--- src/rtl/pipe_issue_if.sv ---
// pipe_issue_if: instruction input handshake plus the registered issue bus
interface pipe_issue_if;
  logic in_valid, in_ready;
  logic [3:0] in_rs1, in_rs2, in_rd, in_func;
  logic [7:0] in_addr;
  logic iss_valid;
  logic [3:0] iss_rs1, iss_rs2, iss_rd, iss_func;
  logic [7:0] iss_addr;
  modport master (
    output in_valid, in_rs1, in_rs2, in_rd, in_func, in_addr,
    input in_ready, iss_valid, iss_rs1, iss_rs2, iss_rd, iss_func, iss_addr
  );
  modport slave (
    input in_valid, in_rs1, in_rs2, in_rd, in_func, in_addr,
    output in_ready, iss_valid, iss_rs1, iss_rs2, iss_rd, iss_func, iss_addr
  );
endinterface

--- src/rtl/pipe_issue_ctrl.sv ---
// pipe_issue_ctrl: FIFO-buffered in-order issue with a shift-register RAW scoreboard
module pipe_issue_ctrl #(
  parameter int DEPTH = 4,
  parameter int LAT = 3,
  parameter int CW = 16
) (
  input logic clk,
  input logic rst,
  pipe_issue_if.slave bus,
  input logic flush,
  output logic busy,
  output logic [CW-1:0] issue_cnt,
  output logic [CW-1:0] stall_cnt
);
  localparam int AW = $clog2(DEPTH);
  logic [23:0] mem [DEPTH];
  logic [AW-1:0] wp, rp;
  logic [AW:0] cnt;
  logic [LAT-1:0] sb_v;
  logic [3:0] sb_rd [LAT];
  logic [23:0] head;
  logic empty, hazard, push, issue, stall;
  assign head = mem[rp];
  assign empty = cnt == '0;
  assign bus.in_ready = !rst && cnt != (AW+1)'(DEPTH);
  assign push = bus.in_valid && bus.in_ready && !flush;
  assign issue = !empty && !hazard && !flush && !rst;
  assign stall = !empty && hazard && !flush;
  assign busy = !empty || |sb_v;
  always_comb begin
    hazard = 1'b0;
    for (int i = 0; i < LAT; i++)
      hazard = hazard | (sb_v[i] && (sb_rd[i] == head[23:20] || sb_rd[i] == head[19:16]));
  end
  // storage and scoreboard rd tags carry no reset; their valid bits gate them
  always_ff @(posedge clk) begin
    if (push) mem[wp] <= {bus.in_rs1, bus.in_rs2, bus.in_rd, bus.in_func, bus.in_addr};
    sb_rd[0] <= head[15:12];
    for (int i = 1; i < LAT; i++) sb_rd[i] <= sb_rd[i-1];
  end
  always_ff @(posedge clk) begin
    if (rst) begin
      wp <= '0;
      rp <= '0;
      cnt <= '0;
      sb_v <= '0;
      bus.iss_valid <= 1'b0;
      {bus.iss_rs1, bus.iss_rs2, bus.iss_rd, bus.iss_func, bus.iss_addr} <= '0;
      issue_cnt <= '0;
      stall_cnt <= '0;
    end else begin
      if (flush) begin
        wp <= '0;
        rp <= '0;
        cnt <= '0;
      end else begin
        if (push) wp <= wp + 1'b1;
        if (issue) rp <= rp + 1'b1;
        cnt <= cnt + (AW+1)'(push) - (AW+1)'(issue);
      end
      sb_v <= (sb_v << 1) | LAT'(issue);
      bus.iss_valid <= issue;
      if (issue) {bus.iss_rs1, bus.iss_rs2, bus.iss_rd, bus.iss_func, bus.iss_addr} <= head;
      if (issue && !(&issue_cnt)) issue_cnt <= issue_cnt + 1'b1;
      if (stall && !(&stall_cnt)) stall_cnt <= stall_cnt + 1'b1;
    end
  end
endmodule

--- src/flat_wrapper.sv ---
// flat-port wrapper written by rule: the top's interface ports become plain ports
module pipe_issue_ctrl_flat 
#(
  parameter int DEPTH = 4,
  parameter int LAT = 3,
  parameter int CW = 16
)
  (clk, rst, flush, busy, issue_cnt, stall_cnt, bus_in_valid, bus_in_rs1, bus_in_rs2, bus_in_rd, bus_in_func, bus_in_addr, bus_in_ready, bus_iss_valid, bus_iss_rs1, bus_iss_rs2, bus_iss_rd, bus_iss_func, bus_iss_addr);
  pipe_issue_if bus_i ();
  input logic clk;
  input logic rst;
  input logic flush;
  output logic busy;
  output logic [CW-1:0] issue_cnt;
  output logic [CW-1:0] stall_cnt;
  input wire logic [$bits(bus_i.in_valid)-1:0] bus_in_valid;
  input wire logic [$bits(bus_i.in_rs1)-1:0] bus_in_rs1;
  input wire logic [$bits(bus_i.in_rs2)-1:0] bus_in_rs2;
  input wire logic [$bits(bus_i.in_rd)-1:0] bus_in_rd;
  input wire logic [$bits(bus_i.in_func)-1:0] bus_in_func;
  input wire logic [$bits(bus_i.in_addr)-1:0] bus_in_addr;
  output wire logic [$bits(bus_i.in_ready)-1:0] bus_in_ready;
  output wire logic [$bits(bus_i.iss_valid)-1:0] bus_iss_valid;
  output wire logic [$bits(bus_i.iss_rs1)-1:0] bus_iss_rs1;
  output wire logic [$bits(bus_i.iss_rs2)-1:0] bus_iss_rs2;
  output wire logic [$bits(bus_i.iss_rd)-1:0] bus_iss_rd;
  output wire logic [$bits(bus_i.iss_func)-1:0] bus_iss_func;
  output wire logic [$bits(bus_i.iss_addr)-1:0] bus_iss_addr;
  assign bus_i.in_valid = bus_in_valid;
  assign bus_i.in_rs1 = bus_in_rs1;
  assign bus_i.in_rs2 = bus_in_rs2;
  assign bus_i.in_rd = bus_in_rd;
  assign bus_i.in_func = bus_in_func;
  assign bus_i.in_addr = bus_in_addr;
  assign bus_in_ready = bus_i.in_ready;
  assign bus_iss_valid = bus_i.iss_valid;
  assign bus_iss_rs1 = bus_i.iss_rs1;
  assign bus_iss_rs2 = bus_i.iss_rs2;
  assign bus_iss_rd = bus_i.iss_rd;
  assign bus_iss_func = bus_i.iss_func;
  assign bus_iss_addr = bus_i.iss_addr;
  pipe_issue_ctrl #(.DEPTH(DEPTH), .LAT(LAT), .CW(CW)) u_core (.clk(clk), .rst(rst), .bus(bus_i), .flush(flush), .busy(busy), .issue_cnt(issue_cnt), .stall_cnt(stall_cnt));
endmodule
--- config.mk ---
export PLATFORM = sky130hd
export DESIGN_NAME = pipe_issue_ctrl_flat
export DESIGN_NICKNAME = d
export VERILOG_FILES = /design/src/rtl/pipe_issue_if.sv /design/src/rtl/pipe_issue_ctrl.sv /design/src/flat_wrapper.sv
export SDC_FILE = /design/constraint.sdc
export NUM_CORES = 1
export LEC_CHECK = 0
export CAP_MARGIN = 20
export CORE_AREA = 2 2 123 113
export DETAILED_ROUTE_END_ITERATION = 7
export DIE_AREA = 0 0 125 115
export PLACE_DENSITY = 0.84
export SYNTH_ARGS = -nofsm -noshare
export SYNTH_HDL_FRONTEND = slang
export SYNTH_SLANG_ARGS = --single-unit
--- constraint.sdc ---
create_clock -name clk -period 4.1 [get_ports clk]
set_clock_uncertainty 0.15 [all_clocks]
set_input_delay 1.025 -clock clk [delete_from_list [all_inputs] [get_ports clk]]
set_output_delay 1.025 -clock clk [all_outputs]
set_load 0.03 [all_outputs]
== Yosys cells after proc, flatten, opt, wreduce, memory -nomap -nowiden ==
Memory sizes are Yosys's and may differ from the RTL's. A register that Yosys moved wholly into a read port is not among the register bits.
Index checks and enable logic that the tools add are counted.

* Bits in registers: 67
* Bits in latches: 0
* RAM bits: 108
* ROM bits: 0
* Output and inout bits: 59
* Logic and storage cells: 62
* Memories: 2

* $add $sub $neg: 6
* Multipliers: 0
* Divide/modulo/power cells: 0
* Order comparisons: 0
* Eq/ne operators: 7
* Shift operators: 0
* Muxes and demuxes: 4
* Bitwise operators: 3
* Reduce and logical (&&, ||, !) cells: 28

{| class="wikitable"
|+ Memories
! name !! depth !! bits a word !! rd ports !! clocked after memory_dff !! wr ports !! RTL line !! RTL
|-
| u_core.mem || 4 || 24 || 1 || 1 || 1 || pipe_issue_ctrl.sv:16 || <nowiki>logic [23:0] mem [DEPTH];</nowiki>
|-
| u_core.sb_rd || 3 || 4 || 3 || 0 || 3 || pipe_issue_ctrl.sv:20 || <nowiki>logic [3:0] sb_rd [LAT];</nowiki>
|}

{| class="wikitable"
|+ Operator list
! operator !! count
|-
| $add A16 B1 Y16 const B || 2
|-
| $reduce_and A16 Y1 || 2
|-
| $eq A4 B4 Y1 || 6
|-
| $logic_and A1 B1 Y1 || 13
|-
| $logic_not A1 Y1 || 6
|-
| $add A2 B1 Y2 const B || 2
|-
| $logic_or A1 B1 Y1 || 4
|-
| $mux W2 || 2
|-
| $add A3 B1 Y3 || 1
|-
| $logic_not A3 Y1 || 1
|-
| $ne A3 B3 Y1 const B || 1
|-
| $or A3 B1 Y3 || 1
|-
| $reduce_or A3 Y1 || 1
|-
| $sub A3 B1 Y3 || 1
|-
| $mux W1 || 2
|-
| $or A1 B1 Y1 || 2
|-
| $reduce_or A2 Y1 || 1
|}

== Depth between registers and ports, before layout ==
Gate-level depths: netlist of the first run.

* Depth in word-level cells: 11
* Mapped depth: 16

== Least setup slack after synthesis of the first run ==
OpenSTA, ideal clock, no wires.

* Path type: register to register
* Start: reg (tool-made name)
* End: reg u_core.cnt[2]
* Setup time: 0.115 ns
* Arrival: 3.224 ns
* Data required time: 3.835 ns
* Path slack: 0.612 ns
* Stages on the path, launching flop included: 16
* Path through: dfxtp_1 > buf_6 > mux4_1 > xor2_1 > nor4_2 > o21ai_1 > nand4_1 > inv_1 > clkbuf_1 > ha_1 > inv_1 > ha_1 > fa_1 > xnor2_1 > xnor2_1 > nor2_1

{| class="wikitable"
|+ RTL lines
! item !! RTL line !! RTL
|-
| end signal: assignment || pipe_issue_ctrl.sv:59 || <nowiki>cnt <= cnt + (AW+1)'(push) - (AW+1)'(issue);</nowiki>
|-
| end: declaration || pipe_issue_ctrl.sv:18 || <nowiki>logic [AW:0] cnt;</nowiki>
|}

==> results of run 1 <==
[cells by family (layout without fill, tap and decap cells)]
| kind of cell | Yosys count | in the layout |
|---|---|---|
| buf+inv | 41 | 144 |
| compound gates | 49 | 49 |
| simple gates | 151 | 151 |
| flops | 176 | 176 |
| xor+xnor | 27 | 27 |
| mux | 61 | 61 |
| fa+ha+maj | 9 | 9 |
[stage by stage]
stage	util, %	area [um^2]	cells
2_1_floorplan	-	7070	514
3_3_place_gp	61.7	8090	753
3_5_place_dp	61.7	8090	753
4_1_cts	66.2	8670	785
5_1_grt	66.2	8670	785
6_report	66.2	8670	785
[critical path: stages (launching register included)]
cell,delay (ns)
dfxtp_2,0.59
mux4_1,0.72
xor2_1,0.20
nor4_1,0.33
o21ai_1,0.14
nand4_1,0.13
inv_2,0.05
ha_1,0.26
inv_1,0.04
ha_1,0.19
fa_1,0.38
xnor2_1,0.17
xnor2_1,0.15
nor2_1,0.06
[final timing paths]
check / startpoint / end / slack (ns) / depth (start not counted)
max: register / u_core.cnt[2] / 0.42 / 13
min: u_core.sb_rd[0][3] / u_core.sb_rd[0][7] / 0.24 / 0
max reg2reg: register / u_core.cnt[2] / 0.42 / 13
min reg2reg: u_core.sb_rd[0][3] / u_core.sb_rd[0][7] / 0.24 / 0
[placed cells by master, fill, tap and decap left out, types with 10 or more instances in the layout]
master / count
a21oi_1: 21
buf_4: 10
clkbuf_16: 17
clkdlybuf4s50_1: 85
dfxtp_1: 79
edfxtp_1: 96
inv_1: 15
mux2i_1: 28
mux4_2: 17
nand2_1: 14
nand3_1: 19
nor2_1: 46
nor2b_1: 10
xor2_1: 24
[layer usage]
layer  track usage (%)  vias up  routed length (um)
met5                 0        -                   0
li1                  -     2110                   -
met4              6.44        0                 155
met3              6.38       16                 992
met1              26.5     2198                6100
met2              33.7      168                6930
[layout make-up]
cell class              instances  area, um^2
clock buffers                  17         425
inverters                      16        60.1
flip-flops and latches        176        4490
well taps                     168         210
fillers                       933        4440
clock inverters                15         159
repair buffers                 96         931
multi-input cells             297        2400
[registers in the layout (all words and copies together) (netlist names), named ones only]
name                 flops
u_core.mem              96
u_core.issue_cnt        16
u_core.stall_cnt        16
u_core.sb_rd            12
u_core.bus.iss_addr      8
u_core.bus.iss_func      4
u_core.bus.iss_rd        4
u_core.bus.iss_rs1       4
u_core.bus.iss_rs2       4
u_core.cnt               3
u_core.sb_v              3
u_core.rp                2
u_core.wp                2
[power groups by stage]
stage | clock network (mW) | registers, mW | logic, mW
after floorplan | 0 | 1.93 | 0.0711
after global placement | 0 | 1.93 | 0.132
final | 1.60 | 1.89 | 0.138
after detailed placement | 0 | 1.93 | 0.138
after global routing | 1.70 | 1.89 | 0.149
after CTS | 1.62 | 1.89 | 0.139
==> flow_metrics.py, run 1 <==
metrics = {
    "critical_path": {
        "crit_required_ns": 4.27,
        "critPathKind": "register to register",
        "setup.worst_path.end_class": "register",
        "setup.worst_path.start_class": "register",
        "max_fo_critical_path": 13,
        "critical_path_arrival_ns": 3.84,
    },
    "pwr": {
        "power.switching_uw": 820,
        "clk_pwr_share_pct": 44.1,
        "total_power_mw": 3.63,
        "leakagePower_nw": 2.93,
        "swShare_pct": 22.6,
        "pwr_density_cell_nw_per_um2": 418,
        "internal_power_mw": 2.81,
        "pwr-share-comb_pct": 3.8,
        "seqPwrFrac_pct": 52.1,
        "peakVddDrop_v": 0.000328,
    },
    "final_layout": {
        "layout.nets": 641,
        "layout-drive-gt1-share_pct": 12.5,
        "syn_to_final_growth_pct": 22.7,
        "num_antenna_cells": 0,
    },
    "sta": {
        "rsz_0062_raised_after_global_routing": "false",
        "finalWorstSetupSlack_ns": 0.421,
        "finalMaxSlewViolations": 0,
        "min_period_ns": 3.68,
        "achievable-frequency_mhz": 272,
        "timing.setup.tns_ns": 0,
        "layout_worst_path_cycle_share_pct": 89.7,
        "timing.max_slew.rel_slack_pct": 49.7,
        "report.final.setup_viol": 0,
        "hold_ws_ns": 0.240,
        "hold_violations": 0,
        "tightestPinTransition_ns": 0.749,
    },
    "cts": {
        "cts_root_buf": "clkbuf_16",
        "tritoncts_num_sinks": 176,
        "post_cts.resized_instances": 0,
        "max-clock-path-buffers": 2,
        "cts_hold_repair.buffers": 0,
        "numCtsBuffers": 17,
        "cts_post_setup_buffers_inserted": 0,
        "cts.reportedPaths.clkPinSlew_ns": 0.07,
        "htreeDepth": 4,
        "tritoncts": "done",
        "clkLatencyLatePin_ns": 0.43,
    },
    "detailed_routing": {
        "vias_after_detailed_routing": 4492,
        "drt_iter0_drc": 306,
        "drc_errors": 0,
        "drt-total-wl_um": 14200,
        "vias_per_cell": 5.72,
        "drtAntennaViolNets": 0,
        "detailedRoute.firstPassIterationCount": 5,
        "routed_wire_length_per_instance_um": 18.1,
    },
    "floorplanning": {
        "floorplan.rows": 40,
        "chipHeight_um": 115,
        "die-area_um2": 14400,
        "die_w_um": 125,
        "core_region_um2": 13100,
        "initial_core_utilization_pct": 53.9,
        "io-pin-count": 87,
    },
    "logic_synthesis": {
        "number_of_synthesized_flops_with_an_enable_pin": 96,
        "synthAdderAreaFrac_pct": 1.70,
        "postSynth.asyncResetShare_pct": 0,
        "post_synthesis_cell_area_um2": 7070,
        "synth_simple_gate_area_share_pct": 11.4,
        "synth_sequential_area_ratio_pct": 63.4,
        "postSynth.topFlopCell": "edfxtp_1",
        "synth-compound-area-share_pct": 4.18,
        "netlist_top_cells_area": "edfxtp_1 41%, dfxtp_1 23%, mux4_2 5.4%",
        "synthMostInstantiatedCell": "edfxtp_1",
        "number_of_distinct_standard_cells_referenced_by_the_synthesized_netlist": 45,
        "synth_largest_area_cell": "edfxtp_1",
        "synthXorXnorAreaFrac_pct": 3.34,
        "synthTopCellsByCount": "96 x edfxtp_1, 80 x dfxtp_1, 46 x nor2_1",
        "post_synth_mux_area_share_pct": 13.4,
        "syn_avg_cell_area_um2": 13.8,
        "syn-instance-count": 514,
        "mappedNetlistNets": 551,
        "combinational_family_with_the_most_area_after_synthesis": "multiplexers",
        "synth.top_cell.area_share_pct": 40.8,
        "ys_ff_latch": 176,
        "ys_warn_count": 0,
    },
    "placement": {
        "buffer_ports.inserted": 86,
        "pre_cts_slack_ns": 0.441,
        "gp_weighted_congestion": 0.862,
        "hpwl_um": 9150,
    },
    "grt": {
        "grt_overflow": 0,
        "first_pass_grt_wire_length_um": 22800,
        "first_global_vias": 4497,
        "antenna_found_initial": 0,
        "grt_util_all_layers_pct": 20.5,
        "pin_count_of_the_biggest_net_entering_global_routing": 44,
    },
    "min_path": {
        "worst_hold_path_type": "register to register",
    },
    "run_status": {
        "result_of_the_run": "complete, no violations",
    },
    "job": {
        "number_of_max_capacitance_violations_reported": 0,
    },
}
(Power assumes the default switching activity.)
==> inputs of run 2 (changes only) <==
--- a/config.mk
+++ b/config.mk
@@ -7,9 +7,11 @@
 export LEC_CHECK = 0
 export CAP_MARGIN = 20
 export CORE_AREA = 2 2 123 113
+export CTS_CLUSTER_SIZE = 30
 export DETAILED_ROUTE_END_ITERATION = 7
 export DIE_AREA = 0 0 125 115
 export PLACE_DENSITY = 0.84
 export SYNTH_ARGS = -nofsm -noshare
 export SYNTH_HDL_FRONTEND = slang
 export SYNTH_SLANG_ARGS = --single-unit
+export TNS_END_PERCENT = 1
==> results of run 2 <==
Same layout as run 1: the final DEF is identical, and so are final timing and power.
==> inputs of run 3 (changes only) <==
--- a/config.mk
+++ b/config.mk
@@ -10,7 +10,8 @@
 export CTS_CLUSTER_SIZE = 30
 export DETAILED_ROUTE_END_ITERATION = 7
 export DIE_AREA = 0 0 125 115
-export PLACE_DENSITY = 0.84
+export DONT_BUFFER_PORTS = 1
+export PLACE_DENSITY = 0.75
 export SYNTH_ARGS = -nofsm -noshare
 export SYNTH_HDL_FRONTEND = slang
 export SYNTH_SLANG_ARGS = --single-unit
==> run 3 against run 2 <==
Utilization decreased by 6.4 points. Worst hold slack improved by 0.00072 ns. Flip-flop and latch count unchanged. First-iteration DRC count decreased by 6.9%. Routed wire length decreased by 5.9%. Sequential power about the same. Maximum frequency increased by 0.90%. Clock-buffer cell count increased by 2. Critical endpoint unchanged. Highest routed layer unchanged.
==> flow_metrics.py, run 3 (synthesized netlist as in run 1, its figures left out) <==
metrics = {
    "placement": {
        "buffer_ports.inserted": 0,
        "hpwl_um": 8630,
        "gp_weighted_congestion": 0.823,
        "pre_cts_slack_ns": 0.438,
    },
    "pwr": {
        "leakagePower_nw": 2.63,
        "pwr_density_cell_nw_per_um2": 463,
        "peakVddDrop_v": 0.000300,
    },
    "final_layout": {
        "layout-drive-gt1-share_pct": 14.0,
        "final_layout_fill_cell_count": 988,
        "final_cell_mix": "96 x edfxtp_1, 79 x dfxtp_1, 46 x nor2_1, 28 x mux2i_1, 24 x xor2_1",
        "multi_input_comb_area_um2": 2400,
        "flip_flop_count_of_the_largest_register_all_copies_and_words_added": 96,
        "largestRegisters": "u_core.mem: 96 flops, u_core.issue_cnt: 16 flops, u_core.stall_cnt: 16 flops",
        "max_flop_register": "u_core.mem",
        "syn_to_final_growth_pct": 10.8,
        "seq_area_um2": 4490,
        "num_antenna_cells": 0,
        "layout.nets": 554,
        "mostFrequentLayoutCell": "edfxtp_1",
    },
    "cts": {
        "cts_hold_repair.buffers": 0,
        "numCtsBuffers": 17,
        "tritoncts": "done",
        "cts_root_buf": "clkbuf_16",
        "htreeDepth": 4,
        "post_cts.resized_instances": 0,
        "cts.reportedPaths.clkPinSlew_ns": 0.06,
        "cts_post_setup_buffers_inserted": 0,
        "clkLatencyLatePin_ns": 0.42,
        "max-clock-path-buffers": 2,
        "tritoncts_num_sinks": 176,
    },
    "sta": {
        "rsz_0062_raised_after_global_routing": "false",
        "report.final.setup_viol": 0,
        "achievable-frequency_mhz": 274,
        "finalMaxSlewViolations": 0,
        "timing.setup.tns_ns": 0,
        "min_period_ns": 3.65,
        "timing.max_slew.rel_slack_pct": 51.5,
        "hold_violations": 0,
        "layout_worst_path_cycle_share_pct": 88.9,
        "tightestPinTransition_ns": 0.730,
        "finalWorstSetupSlack_ns": 0.454,
        "hold_ws_ns": 0.241,
    },
    "floorplanning": {
        "initial_core_utilization_pct": 53.9,
        "core_region_um2": 13100,
        "die-area_um2": 14400,
        "floorplan.rows": 40,
        "io-pin-count": 87,
        "die_w_um": 125,
        "chipHeight_um": 115,
    },
    "grt": {
        "first_pass_grt_wire_length_um": 21500,
        "grt_util_all_layers_pct": 19.5,
        "antenna_found_initial": 0,
        "grt_overflow": 0,
        "first_global_vias": 4193,
        "pin_count_of_the_biggest_net_entering_global_routing": 67,
    },
    "critical_path": {
        "max_fo_critical_path": 12,
        "worstPathCellList": "mux4_1 -> xor2_1 -> nor4_2 -> o21ai_1 -> nand4_1 -> inv_2 -> ha_1 -> inv_1 -> ha_1 -> fa_1 -> xnor2_1 -> xnor2_1 -> nor2_1",
        "reg2reg_setup_slack_ns": 0.45,
        "critical_path.top_delay_family": "adder cells",
        "setup.worst_path.start_class": "register",
        "critical_path_arrival_ns": 3.81,
        "critPathKind": "register to register",
        "cp_num_buf_inv": 2,
        "slowest_delay_ns": 0.72,
        "crit_required_ns": 4.27,
        "setup.worst_path.end_class": "register",
        "worst_path_max_delay_cell": "mux4_1",
    },
    "detailed_routing": {
        "drc_errors": 0,
        "drtAntennaViolNets": 0,
        "drt-total-wl_um": 13300,
        "drt_iter0_drc": 285,
        "vias_per_cell": 5.75,
        "routed_wire_length_per_instance_um": 19.1,
        "detailedRoute.firstPassIterationCount": 5,
        "vias_after_detailed_routing": 4015,
    },
    "run_status": {
        "result_of_the_run": "complete, no violations",
    },
    "job": {
        "number_of_max_capacitance_violations_reported": 0,
    },
    "min_path": {
        "worst_hold_path_type": "register to register",
    },
}
[run 3: changes by cell type in the layout (fill, tap and decap cells not counted), sizes merged]
cell / before / now
buf: 11 / 9
clkinv: 3 / 4
inv: 27 / 22
bufinv: 1 / 3
clkdlybuf4s50: 85 / 0
clkbuf: 17 / 19
[run 3: final timing paths]
check | from | end | depth (start not counted)
worst max-delay path | register | u_core.cnt[2] | 13
worst min-delay path | u_core.sb_rd[0][7] | u_core.sb_rd[0][11] | 0
worst max register to register | register | u_core.cnt[2] | 13
worst min register to register | u_core.sb_rd[0][7] | u_core.sb_rd[0][11] | 0
[run 3: where the power goes]
group / switching (mW) / internal [mW]
Sequential: 0.0192 / 1.88
Clock: 0.681 / 0.975
Combinational: 0.0433 / 0.0330
[run 3: metrics by stage]
stage               power (mW)  cells  area, um^2  util [%]
floorplan                 2.00    514        7070         -
global placement          2.01    666        7230      55.1
detailed placement        2.01    666        7230      55.1
CTS                       3.67    698        7840      59.8
global route              3.75    698        7840      59.8
finish                    3.63    698        7840      59.8
[run 3: cell type report]
class | count | area share [%]
Inverter | 16 | 0.766
Sequential cell | 176 | 57.2
Multi-Input combinational cell | 297 | 30.7
Timing Repair Buffer | 9 | 0.862
Clock inverter | 13 | 2.25
Tap cell | 168 | 2.68
Clock buffer | 19 | 5.52
[run 3: routing by layer]
metal	global-route usage (%)	vias to the layer above	part of all wire [%]
met3	7.72	18	8.1
met5	0	-	0
met1	23.6	1974	41
met4	7.41	0	1.4
met2	32.0	104	49
li1	-	1919	-
